## config.mk

```make
export PLATFORM = sky130hd
export DESIGN_NAME = sseg_num_display
export DESIGN_NICKNAME = d
export VERILOG_FILES = /design/src/rtl/sseg_num_display.sv
export SDC_FILE = /design/constraint.sdc
export NUM_CORES = 1
export LEC_CHECK = 0
export CORE_ASPECT_RATIO = 0.75
export CORE_MARGIN = 2
export CORE_UTILIZATION = 50
export CTS_CLUSTER_SIZE = 20
export DETAILED_ROUTE_END_ITERATION = 12
export PLACE_DENSITY = 0.81
export SYNTH_ARGS = -nofsm -noshare
export SYNTH_HDL_FRONTEND = slang
export SYNTH_SLANG_ARGS = --single-unit
```

## constraint.sdc

```tcl
create_clock -name clk -period 4.81 [get_ports clk]
set_input_delay 0.962 -clock clk [delete_from_list [all_inputs] [get_ports clk]]
set_output_delay 0.962 -clock clk [all_outputs]
set_load 0.005 [all_outputs]
```

## src/rtl/sseg_num_display.sv

```systemverilog
// Binary-to-seven-segment display driver, hex or decimal (double-dabble) mode.
// Optional build macro: LEADING_ZERO_BLANK_EN blanks leading zero digits.
module sseg_num_display #(
    parameter int DATA_W     = 8,
    parameter int NUM_DIGITS = 4
) (
    input  logic                    clk,
    input  logic                    reset,
    input  logic                    start,
    input  logic                    mode,
    input  logic [DATA_W-1:0]       bin,
    input  logic [NUM_DIGITS-1:0]   dp_in,
    output logic                    busy,
    output logic                    done,
    output logic                    ovf,
    output logic [8*NUM_DIGITS-1:0] hex_out
);

    // Enough BCD digits for any DATA_W-bit value plus one spare, so nothing truncates.
    localparam int BCD_DIGITS = (DATA_W * 30103 + 99999) / 100000 + 1;
    localparam int BCD_W      = 4 * BCD_DIGITS;
    localparam int HEX_W      = 4 * NUM_DIGITS;
    localparam int CNT_W      = $clog2(DATA_W + 1);

    typedef enum logic [1:0] {
        ST_IDLE,
        ST_SHIFT,
        ST_UPDATE
    } state_t;

    state_t                  state_q, state_d;
    logic                    busy_q, busy_d;
    logic                    done_q, done_d;
    logic                    ovf_q, ovf_d;
    logic [8*NUM_DIGITS-1:0] hex_q, hex_d;
    logic                    mode_q, mode_d;
    logic [NUM_DIGITS-1:0]   dp_q, dp_d;
    logic [DATA_W-1:0]       bin_q, bin_d;
    logic [DATA_W-1:0]       shift_q, shift_d;
    logic [BCD_W-1:0]        bcd_q, bcd_d;
    logic [CNT_W-1:0]        cnt_q, cnt_d;

    logic [BCD_W-1:0]        bcd_adj;
    logic [DATA_W+HEX_W-1:0] bin_ext;
    logic [BCD_W+HEX_W-1:0]  bcd_ext;
    logic [HEX_W-1:0]        digits_src;
    logic                    res_ovf;
    logic [8*NUM_DIGITS-1:0] res_hex;
    logic [7:0]              seg;

    function automatic logic [7:0] seg7(input logic [3:0] n);
        logic [7:0] s;
        case (n)
            4'h0: s = 8'hC0;
            4'h1: s = 8'hF9;
            4'h2: s = 8'hA4;
            4'h3: s = 8'hB0;
            4'h4: s = 8'h99;
            4'h5: s = 8'h92;
            4'h6: s = 8'h82;
            4'h7: s = 8'hF8;
            4'h8: s = 8'h80;
            4'h9: s = 8'h90;
            4'hA: s = 8'h88;
            4'hB: s = 8'h83;
            4'hC: s = 8'hC6;
            4'hD: s = 8'hA1;
            4'hE: s = 8'h86;
            default: s = 8'h8E;
        endcase
        return s;
    endfunction

    // Add-3 correction applied before each shift of the double-dabble step.
    always_comb begin
        bcd_adj = bcd_q;
        for (int unsigned k = 0; k < BCD_DIGITS; k++) begin
            if (bcd_q[4*k +: 4] >= 4'd5)
                bcd_adj[4*k +: 4] = bcd_q[4*k +: 4] + 4'd3;
        end
    end

    // Result formatting; only consumed in ST_UPDATE.
    always_comb begin
        bin_ext    = {{HEX_W{1'b0}}, bin_q};
        bcd_ext    = {{HEX_W{1'b0}}, bcd_q};
        digits_src = mode_q ? bcd_ext[HEX_W-1:0] : bin_ext[HEX_W-1:0];
        res_ovf    = mode_q ? |(bcd_ext >> HEX_W) : |(bin_ext >> HEX_W);
        res_hex    = '1;
        seg        = '1;
        for (int unsigned i = 0; i < NUM_DIGITS; i++) begin
            seg = seg7(digits_src[4*i +: 4]);
            if (res_ovf) begin
                seg = 8'hBF;
            end
`ifdef LEADING_ZERO_BLANK_EN
            else if (i != 0 && (digits_src >> (4*i)) == '0) begin
                seg = 8'hFF;
            end
`endif
            seg[7] = seg[7] & ~dp_q[i];
            res_hex[8*i +: 8] = seg;
        end
    end

    always_comb begin
        state_d = state_q;
        busy_d  = busy_q;
        done_d  = 1'b0;
        ovf_d   = ovf_q;
        hex_d   = hex_q;
        mode_d  = mode_q;
        dp_d    = dp_q;
        bin_d   = bin_q;
        shift_d = shift_q;
        bcd_d   = bcd_q;
        cnt_d   = cnt_q;
        case (state_q)
            ST_IDLE: begin
                if (start) begin
                    mode_d = mode;
                    bin_d  = bin;
                    dp_d   = dp_in;
                    if (mode) begin
                        bcd_d   = '0;
                        shift_d = bin;
                        cnt_d   = '0;
                        busy_d  = 1'b1;
                        state_d = ST_SHIFT;
                    end else begin
                        state_d = ST_UPDATE;
                    end
                end
            end
            ST_SHIFT: begin
                {bcd_d, shift_d} = {bcd_adj, shift_q} << 1;
                cnt_d = cnt_q + 1'b1;
                if (cnt_q == CNT_W'(DATA_W - 1)) begin
                    busy_d  = 1'b0;
                    state_d = ST_UPDATE;
                end
            end
            ST_UPDATE: begin
                hex_d   = res_hex;
                ovf_d   = res_ovf;
                done_d  = 1'b1;
                state_d = ST_IDLE;
            end
            default: begin
                busy_d  = 1'b0;
                state_d = ST_IDLE;
            end
        endcase
    end

    always_ff @(posedge clk) begin
        if (reset) begin
            state_q <= ST_IDLE;
            busy_q  <= 1'b0;
            done_q  <= 1'b0;
            ovf_q   <= 1'b0;
            hex_q   <= '1;
            mode_q  <= 1'b0;
            dp_q    <= '0;
            bin_q   <= '0;
            shift_q <= '0;
            bcd_q   <= '0;
            cnt_q   <= '0;
        end else begin
            state_q <= state_d;
            busy_q  <= busy_d;
            done_q  <= done_d;
            ovf_q   <= ovf_d;
            hex_q   <= hex_d;
            mode_q  <= mode_d;
            dp_q    <= dp_d;
            bin_q   <= bin_d;
            shift_q <= shift_d;
            bcd_q   <= bcd_d;
            cnt_q   <= cnt_d;
        end
    end

    assign busy    = busy_q;
    assign done    = done_q;
    assign ovf     = ovf_q;
    assign hex_out = hex_q;

endmodule
```

# == After elaboration in Yosys (flattened, before gate mapping) ==
# Memories as Yosys holds them, arrays and structs flattened. A register that Yosys moved wholly into a read port is not among the register bits.
# Index checks and enable logic that the tools add are counted.
# word_totals
regBits,77
rom_bits,448
in_bits,16
out_inout_bits,35
elab_cells,67
mem_count,4
# memory_table
memory,depth,word_bits,rd,rd_clocked_by_memory_dff,write_ports,line_no,text
(name not given),16,7,1,1,0,53,case (n)
(name not given),16,7,1,1,0,53,
(name not given),16,7,1,1,0,53,
(name not given),16,7,1,1,0,53,
# op_classes
add_sub_neg,5
order_cmp,4
n_eq_ne,6
n_mux,23
bitwise,9
n_reduce_logical,6
# op_table
operator,n
$mux W16,3
$pmux W16 S2,1
$mux W4,5
$ge A4 B3 Y1 const B,4
$mux W8,2
$pmux W8 S2,1
$add A4 B2 Y4 const B,3
$pmux W4 S2,1
$mux W2,3
$ne A2 B2 Y1 const B,3
$not A1 Y1,5
$add A4 B1 Y4 const B,1
$and A1 B1 Y1 const A,4
$eq A4 B3 Y1 const B,1
$mux W1,4
$pmux W2 S2,1
$reduce_and A2 Y1,2
$reduce_and A4 Y1,1
$add A3 B2 Y3 const B,1
$mux W3,1
$pmux W1 S3,1
$reduce_and A3 Y1,1
$eq A2 B1 Y1 const B,1
$eq A2 B2 Y1 const B,1
2 further kinds,2

# == Depth between registers and ports, before layout ==
# Gate-level depths: netlist of run 1.
# logic_depth
depth_word,3
ltp_mapped,10
mapped_depth_nobuf,7

# == Worst setup path before layout of run 1 ==
# OpenSTA, ideal clock, no wires.
# synth_path
path_type,register to register
from,register mode_q
to,register hex_q[24] (netlist: hex_out[24])
setup_ns,0.122
t_arrival_ns,1.829
required_time_ns,4.688
slack_ns,2.859
path_stages_with_launch,10
n_path_buf,3
synth_period_minus_slack_ns,1.951
path_cell_list,dfxtp_1 -> buf_6 -> buf_4 -> buf_2 -> and2_1 -> inv_1 -> ha_1 -> o221ai_1 -> o21ai_0 -> a221o_1
# synth_between
elab_chain_cells,1
# synth_rtl
item,line_no,text
"start, declared",36,"logic mode_q, mode_d;"
"start signal, assigned",175,mode_q <= mode_d;
$mux W16,87,digits_src = mode_q ? bcd_ext[HEX_W-1:0] : bin_ext[HEX_W-1:0];
"end, declared",35,"logic [8*NUM_DIGITS-1:0] hex_q, hex_d;"
# Every way passes these cells.
# A chain may end at the register's enable or synchronous reset.

# == Worst setup path after layout of run 1 ==
# Ends and elaborated chain as after synthesis.

==> summary.txt, run 1 <==
Yosys
  – FFs w/ async S/R, synth: 0%
  – Post-synth top area share: 35.94%
  – Post-Synthesis Cells: 512
  – Post-Syn Nets: 561
  – Fraction of synthesized area in multiplexers: 6.243%
  – Syn. warnings: 0
  – Synth top cells by count: 77 x dfxtp_1, 64 x nand2_1, 56 x a21oi_1
  – Synth area leader: dfxtp_1
  – Yosys cell types: 59
  – Largest family of logic cells by synthesized area: compound AO/OA/AOI/OAI gates
  – Post-synthesis adder-cell area fraction: 9.627%
  – Post-synthesis sequential area ratio: 35.94%
  – Register bit total from synthesis: 77
  – EDFF count, synth: 0
  – Ys flop type: dfxtp_1
  – Post-Synth Simple-Gate Area: 16.98%
  – Dominant cells by area after synthesis: dfxtp_1 36%, ha_1 9.6%, a21oi_1 6.5%
  – Synthesized area: 4289 um2
  – Most common cell in the netlist: dfxtp_1
  – Xor and xnor area share after synthesis: 1.634%
  – Syn Area/Cell: 8.377 um2
  – Compound-Gate Fraction of Synth Area: 22.72%

Final layout
  – Util after Layout: 59.93%
  – Area Overhead vs Synth: 17.12%
  – Post-route insts no fill: 647
  – # diodes: 0
  – Layout cells sized above 1: 7.236%
  – Final Net Count: 583

Place
  – Placer Congestion: 0.8842
  – I/O Buffers: 49
  – Pre-CTS setup slack: 1967 ps
  – Placed Cells: 631
  – Hpwl dp: 6782 um

Global route
  – Largest net degree at the start of global routing: 49
  – Vias in the first global route: 3534
  – First-pass GRT wire length: 16930 um
  – Grt total ovfl: 0
  – Initial antenna violation count: 0
  – Global Route Usage Sum: 21.85%

Worst setup path
  – FF-to-FF path depth: 7
  – Critical Path Fanout Max: 21
  – CP max stage cell: dfxtp_1
  – CP required: 5040 ps
  – CP Cell Sequence: buf_4 > and2_1 > inv_1 > ha_1 > o221ai_1 > o21ai_0 > a221o_1
  – CP Capture Type: flip-flop
  – Crit Path Category: flip-flop to flip-flop
  – Crit path DAT: 2790 ps
  – Startpoint types: flip-flop
  – Crit path largest cell delay: 830 ps

Clock network
  – Post CTS Setup Buffer Count: 0
  – CTS root buf: clkbuf_16
  – Clock Path Buffers: 2
  – Clk slew on worst S/H paths: 60 ps
  – Post-CTS Hold Fix Bufs: 0
  – Skew-Pair Late Insertion Delay: 340 ps
  – Clock Sinks: 77
  – CTS resizes: 0
  – CTS buffer count: 9
  – CTS tree: done
  – Htree depth: 3

Detailed routing
  – DRC viols: 0
  – DRT iter0 DRCs: 288
  – Post-Route WL: 9987 um
  – Drt pass-1 iters: 5
  – Post-route ant nets: 0
  – Vias after detailed routing: 3749
  – DR vias/cell: 5.794
  – Routed len/inst: 15.44 um

STA
  – Worst Skew: 7.195 ps
  – Worst-margin pin slew: 1117 ps
  – Final min period: 2569 ps
  – Setup_tns: 0 ps
  – Max_slew headroom: 25.38%
  – Hold Violations, Final: 0
  – Slew Viols, Final: 0
  – Final period utilization: 53.42%
  – RSZ-0062 raised after global routing: no
  – Fmax achieved: 0.3892 GHz
  – Worst Setup Slack, final: 2241 ps
  – Setup violators final: 0

Die
  – Die width: 110.9 um
  – Initial Utilization: 51.17%
  – # IOs: 51
  – Cell Rows: 29
  – Die area: 9343 um2
  – Die Ht: 84.21 um
  – Area of the core: 8382 um2

Job
  – Max-Cap Viols: 0

Power and ir drop
  – Max IR drop VDD: 198.1 uV
  – Pleak: 1.896 nW
  – Power density over the cells: 315.2 nW/um2

Min path
  – Worst Hold Depth: 2
  – Hold Path Class: flip-flop to flip-flop

Outcome
  – Outcome: finished clean
## sequential cells by signal, summed over array words and instances (netlist names), 2 cells and up
signal,count
hex_out,32
state_q,2
dp_q,4
shift_q,8
bcd_q,16
cnt_q,4
bin_q,8
## layout make-up
| type | instances | area, um2 |
|---|---|---|
| Tap cell | 108 | 135.1 |
| Multi-Input combinational cell | 374 | 2460 |
| Sequential cell | 77 | 1541 |
| Clock buffer | 9 | 225.2 |
| Inverter | 21 | 78.83 |
| Clock inverter | 7 | 82.58 |
| Fill cell | 724 | 3358 |
| Timing Repair Buffer | 51 | 500.5 |
## placed cells by master (no fill, tap or decap), types with 3 or more instances in the layout
cell type	count
a211o_1	7
or2_2	3
nand3_1	11
ha_1	33
a311oi_1	7
a22oi_1	5
dfxtp_1	77
a32oi_1	3
clkbuf_16	9
o21ai_1	8
nand2b_1	13
mux2i_1	13
o22ai_1	4
a21oi_1	56
xnor2_1	6
and2_1	3
o21ai_0	23
mux2_4	3
nor2b_1	3
clkdlybuf4s50_1	48
mux2_2	3
or3_1	4
nor2_1	31
a211oi_1	7
a22o_1	8
inv_1	21
nand2_1	64
o221ai_1	3
nor3_1	15
a31oi_1	5
## critical path: cells and delay by family (launching register included)
kind                       cells  cell delay, ps
and+or+nand+nor                1             240
DFF                            1             830
adders and majority gates      1             300
AOI/OAI and AO/OA              3             610
buffers and inverters          2             470
## cells by family after synthesis
family | after synthesis
buffers and inverters | 61
and+or+nand+nor | 158
adders and majority gates | 33
AOI/OAI and AO/OA | 151
DFF | 77
muxes | 23
xor gates and xnor gates | 8
other | 1
## power breakdown
group,switching [W],internal (W)
clock network,0.000288,0.000411
logic,0.000107,0.0000852
registers,0.0000236,0.000669
total,0.000419,0.00116
## routing by layer
metal  routed length (um)  GRT usage, %  up-vias
met4                  115         6.364        0
met1                 4681         29.56     1766
met5                    0             0        -
li1                     -             -     1842
met3                  637         4.982       17
met2                 4552         35.30      124
## final timing paths
| check | start | slack (ps) | end |
|---|---|---|---|
| setup reg to reg | mode_q$_SDFFE_PP0P_ | 2240 | hex_out[24]$_SDFFE_PP1P_ |
| hold reg to reg | dp_q[2]$_SDFFE_PP0P_ | 460 | dp_q[2]$_SDFFE_PP0P_ |
| hold / removal | dp_q[2]$_SDFFE_PP0P_ | 460 | dp_q[2]$_SDFFE_PP0P_ |
| setup / recovery | mode_q$_SDFFE_PP0P_ | 2240 | hex_out[24]$_SDFFE_PP1P_ |
## stage by stage
step	hold slack, ps	power (W)	area, um2
2_1_floorplan	433.8	0.0008283	4289
4_1_cts	457.4	0.001592	5024
5_1_grt	482.7	0.001643	5024
6_report	461.1	0.001583	5024
3_3_place_gp	441.5	0.0008879	4716
3_5_place_dp	447.6	0.0008950	4716
Note: power is estimated with default switching activity, not from simulation.
==> inputs of run 2 (changes only) <==
==> constraint.sdc (replaced) <==
create_clock -name clk -period 2.5 [get_ports clk]
set_input_delay 0.5 -clock clk [delete_from_list [all_inputs] [get_ports clk]]
set_output_delay 0.5 -clock clk [all_outputs]
set_load 0.005 [all_outputs]
==> run 2 against run 1 <==
Against the previous run: combinational power rose by 110%; final cell count rose by 2.0%; setup slack got worse by 2000 ps; maximum frequency rose by 14%; flip-flop and latch count did not move; critical path type unchanged; highest routed layer unchanged.
==> summary.txt, run 2 (synthesized netlist as in run 1, its figures left out) <==
STA
  – RSZ-0062 raised after global routing: no
  – Setup_tns: 0 ps
  – Final period utilization: 89.86%
  – Hold Violations, Final: 0
  – Worst Skew: 5.428 ps
  – Slew Viols, Final: 0
  – Worst-margin pin slew: 625.0 ps
  – Max_slew headroom: 58.18%
  – Setup violators final: 0
  – Worst Setup Slack, final: 253.6 ps
  – Final min period: 2246 ps
  – Fmax achieved: 0.4452 GHz

Power and ir drop
  – Power density over the cells: 579.4 nW/um2
  – Max IR drop VDD: 516.9 uV
  – Pleak: 1.959 nW

Worst setup path
  – Crit Path Category: flip-flop to flip-flop
  – CP required: 2720 ps
  – CP Capture Type: flip-flop
  – Startpoint types: flip-flop
  – Crit path largest cell delay: 640 ps
  – Crit path DAT: 2470 ps
  – CP max stage cell: dfxtp_1
  – CP Cell Sequence: buf_4 > and2_1 > inv_1 > ha_1 > o221ai_1 > o21ai_0 > a221o_1
  – Critical Path Fanout Max: 12

Die
  – Initial Utilization: 51.17%
  – Cell Rows: 29
  – Die area: 9343 um2
  – Area of the core: 8382 um2
  – Die Ht: 84.21 um
  – # IOs: 51
  – Die width: 110.9 um

Detailed routing
  – Routed len/inst: 15.17 um
  – Post-route ant nets: 0
  – DR vias/cell: 5.727
  – Post-Route WL: 10010 um
  – Drt pass-1 iters: 5
  – DRC viols: 0
  – DRT iter0 DRCs: 283
  – Vias after detailed routing: 3780

Clock network
  – Post CTS Setup Buffer Count: 0
  – Clock Path Buffers: 2
  – Post-CTS Hold Fix Bufs: 0
  – CTS resizes: 0
  – CTS tree: done
  – Htree depth: 3
  – Clock Sinks: 77
  – CTS buffer count: 9
  – Clk slew on worst S/H paths: 60 ps
  – CTS root buf: clkbuf_16
  – Skew-Pair Late Insertion Delay: 340 ps

Final layout
  – Layout cells sized above 1: 9.058%
  – # diodes: 0
  – Most frequent cells in the layout: 77 x dfxtp_1, 64 x nand2_1, 56 x a21oi_1
  – Commonest non-fill, non-tap cell in the layout: dfxtp_1
  – Area Overhead vs Synth: 19.19%
  – Final Net Count: 597
  – Max FFs per register: 32

Global route
  – Grt total ovfl: 0
  – Vias in the first global route: 3534
  – First-pass GRT wire length: 17010 um
  – Largest net degree at the start of global routing: 36
  – Global Route Usage Sum: 22.33%
  – Initial antenna violation count: 0

Outcome
  – Outcome: finished clean

Place
  – Pre-CTS setup slack: 270.4 ps
  – Hpwl dp: 7049 um
  – I/O Buffers: 49
  – Placer Congestion: 0.9730

Min path
  – Hold Path Class: flip-flop to flip-flop

Job
  – Max-Cap Viols: 0
==> run 2: cell type report <==
type	count	area [um2]
clock buffers	14	274.0
clock inverters	1	5.005
inverters	21	78.83
flip-flops and latches	77	1541
well taps	108	135.1
repair buffers	65	618.1
fillers	732	3269
multi-input cells	374	2460
==> run 2: stage by stage <==
| stage | power (W) | instances | util [%] | cell area (um2) | hold slack, ps |
|---|---|---|---|---|---|
| after global placement | 0.001732 | 645 | 57.67 | 4833 | 441.9 |
| after global routing | 0.003079 | 660 | 60.99 | 5112 | 488.1 |
| final | 0.002962 | 660 | 60.99 | 5112 | 462.5 |
| after CTS | 0.002979 | 660 | 60.99 | 5112 | 462.6 |
| after detailed placement | 0.001747 | 645 | 57.67 | 4833 | 454.7 |
| after floorplan | 0.001594 | 512 | - | 4289 | 433.8 |
==> run 2: critical path: cells and delay by family, from the launching register on <==
family / cells / cell delay (ps)
buf+inv: 2 / 380
fa+ha+maj: 1 / 290
flops: 1 / 640
simple gates: 1 / 230
compound gates: 3 / 600
==> run 2: path summary, 6_finish.rpt <==
check / slack (ps) / depth (start not counted) / startpoint / endpoint
min reg2reg: 460 / 2 / dp_q[2]$_SDFFE_PP0P_ / dp_q[2]$_SDFFE_PP0P_
max: 250 / 7 / mode_q$_SDFFE_PP0P_ / hex_out[24]$_SDFFE_PP1P_
max reg2reg: 250 / 7 / mode_q$_SDFFE_PP0P_ / hex_out[24]$_SDFFE_PP1P_
min: 460 / 2 / dp_q[2]$_SDFFE_PP0P_ / dp_q[2]$_SDFFE_PP0P_
==> run 2: metal layers <==
metal	wire length, um	global-route usage, %	share of wire (%)	vias to the layer above
li1	-	-	-	1873
met1	4765	30.36	48	1772
met2	4488	34.30	45	123
met3	556	5.704	5.6	12
met4	203	8.750	2.0	0
met5	0	0	0	-
==> run 2: where the power goes <==
group          internal (W)  switching [W]
Combinational      0.000182       0.000213
Sequential          0.00129      0.0000436
Clock              0.000747       0.000489
==> inputs of run 3 (changes only) <==
--- a/config.mk
+++ b/config.mk
@@ -7,10 +7,12 @@
 export LEC_CHECK = 0
 export CORE_ASPECT_RATIO = 0.75
 export CORE_MARGIN = 2
-export CORE_UTILIZATION = 50
+export CORE_UTILIZATION = 56
 export CTS_CLUSTER_SIZE = 20
 export DETAILED_ROUTE_END_ITERATION = 12
-export PLACE_DENSITY = 0.81
+export GPL_ROUTABILITY_DRIVEN = 1
+export PLACE_DENSITY = 0.88
+export RECOVER_POWER = 50
 export SYNTH_ARGS = -nofsm -noshare
 export SYNTH_HDL_FRONTEND = slang
 export SYNTH_SLANG_ARGS = --single-unit
==> run 3 against run 2 <==
Against the previous run: wire length is 1.3% lower; die area fell by 10%; sequential share of layout area rose by 0.68 points; final cell count decreased by 1.4%; largest power group unchanged; design area shrank 2.2%; via count shrank 0.58%; critical endpoint unchanged; clock skew grew 3.0 ps; worst hold slack worse by 2.8 ps.
==> summary.txt, run 3 (synthesized netlist as in run 1, its figures left out) <==
Final layout
  – Area Overhead vs Synth: 16.57%
  – Most frequent cells in the layout: 77 x dfxtp_1, 64 x nand2_1, 57 x a21oi_1
  – Commonest non-fill, non-tap cell in the layout: dfxtp_1
  – Layout cells sized above 1: 8.364%
  – Final Net Count: 594
  – Max FFs per register: 32
  – Util after Layout: 67.58%
  – # diodes: 0

STA
  – Setup_tns: 0 ps
  – RSZ-0062 raised after global routing: no
  – Worst-margin pin slew: 999.0 ps
  – Max_slew headroom: 33.40%
  – Worst Skew: 8.457 ps
  – Final period utilization: 84.13%
  – Fmax achieved: 0.4755 GHz
  – Hold WS: 459.7 ps
  – Slew Viols, Final: 0
  – Final min period: 2103 ps
  – Setup violators final: 0
  – Worst Setup Slack, final: 396.8 ps
  – Hold Violations, Final: 0

Outcome
  – Outcome: finished clean

Place
  – Hpwl dp: 7016 um
  – Pre-CTS setup slack: 357.5 ps
  – Placer Congestion: 0.8679
  – I/O Buffers: 49

Global route
  – Grt total ovfl: 0
  – First-pass GRT wire length: 16400 um
  – Vias in the first global route: 3537
  – Initial antenna violation count: 0
  – Largest net degree at the start of global routing: 49
  – Global Route Usage Sum: 24.18%

Worst setup path
  – Critical Path Fanout Max: 22
  – FF-to-FF path depth: 7
  – R2R Path Start: mode_q$_SDFFE_PP0P_
  – Crit path DAT: 2350 ps
  – Reg2reg end: hex_out[24]$_SDFFE_PP1P_
  – Crit path capture: hex_out[24]$_SDFFE_PP1P_
  – Crit. Startpoint: mode_q$_SDFFE_PP0P_
  – CP Capture Type: flip-flop
  – Crit Path Category: flip-flop to flip-flop
  – Reg2Reg Setup Slack: 400 ps
  – CP required: 2740 ps
  – Startpoint types: flip-flop

Clock network
  – Clock Path Buffers: 2
  – CTS root buf: clkbuf_8
  – CTS tree: done
  – CTS buffer count: 9
  – CTS resizes: 0
  – Skew-Pair Late Insertion Delay: 360 ps
  – Htree depth: 3
  – Post CTS Setup Buffer Count: 0
  – Clock Sinks: 77
  – Post-CTS Hold Fix Bufs: 0
  – Clk slew on worst S/H paths: 80 ps

Min path
  – Worst Hold Depth: 1
  – Hold Path Class: flip-flop to flip-flop

Detailed routing
  – DRT iter0 DRCs: 278
  – Vias after detailed routing: 3758
  – DR vias/cell: 5.773
  – DRC viols: 0
  – Post-route ant nets: 0
  – Routed len/inst: 15.17 um
  – Drt pass-1 iters: 5
  – Post-Route WL: 9878 um

Power and ir drop
  – Power density over the cells: 550.0 nW/um2
  – Max IR drop VDD: 467.1 uV
  – Pleak: 1.854 nW
  – Overall power: 0.002750 W

Die
  – # IOs: 51
  – Cell Rows: 27
  – Initial Utilization: 57.97%
  – Die area: 8382 um2
  – Die width: 105.1 um
  – Die Ht: 79.79 um
  – Area of the core: 7398 um2

Job
  – Max-Cap Viols: 0
==> run 3: area by class of cell <==
type / instances / area [um2]
Tap cell: 101 / 126.4
Clock inverter: 7 / 100.1
Inverter: 21 / 78.83
Timing Repair Buffer: 62 / 573.1
Multi-Input combinational cell: 374 / 2456
Clock buffer: 9 / 123.9
Sequential cell: 77 / 1541
Fill cell: 587 / 2399
==> run 3: report_power, final <==
part | internal [W] | switching, W | total, W
logic | 0.000165 | 0.000215 | 0.000381
registers | 0.00129 | 0.0000370 | 0.00132
clock network | 0.000567 | 0.000480 | 0.00105
total | 0.00202 | 0.000733 | 0.00275
==> run 3: routing by layer <==
metal / GRT usage [%] / vias up / share of wire, %
li1: - / 1859 / -
met1: 31.45 / 1756 / 46
met2: 41.10 / 133 / 47
met3: 5.959 / 10 / 6.2
met4: 4.933 / 0 / 0.71
met5: 0 / - / 0
==> run 3: worst min path at each step <==
stage	to	slack [ps]	start
final	hex_out[23]$_SDFFE_PP1P_	460	hex_out[23]$_SDFFE_PP1P_
after global routing	hex_out[0]$_SDFFE_PP1P_	490	hex_out[0]$_SDFFE_PP1P_
after CTS	dp_q[0]$_SDFFE_PP0P_	470	dp_q[0]$_SDFFE_PP0P_
after detailed placement	hex_out[26]$_SDFFE_PP1P_	450	hex_out[26]$_SDFFE_PP1P_
after global placement	hex_out[26]$_SDFFE_PP1P_	440	hex_out[26]$_SDFFE_PP1P_
after floorplan	bin_q[0]$_SDFFE_PP0P_	430	bin_q[0]$_SDFFE_PP0P_
==> run 3: stage by stage <==
stage / std cells / cell area (um2)
2_1_floorplan: 512 / 4289
3_3_place_gp: 635 / 4802
3_5_place_dp: 635 / 4802
4_1_cts: 651 / 5026
5_1_grt: 651 / 5000
6_report: 651 / 5000
==> run 3: worst max-delay path: stages, from the launching register on <==
cell      delay [ps]
dfxtp_1          430
buf_4            290
and2_1           240
inv_1            110
ha_1             290
o221ai_1         210
o21ai_0          120
a221o_1          310
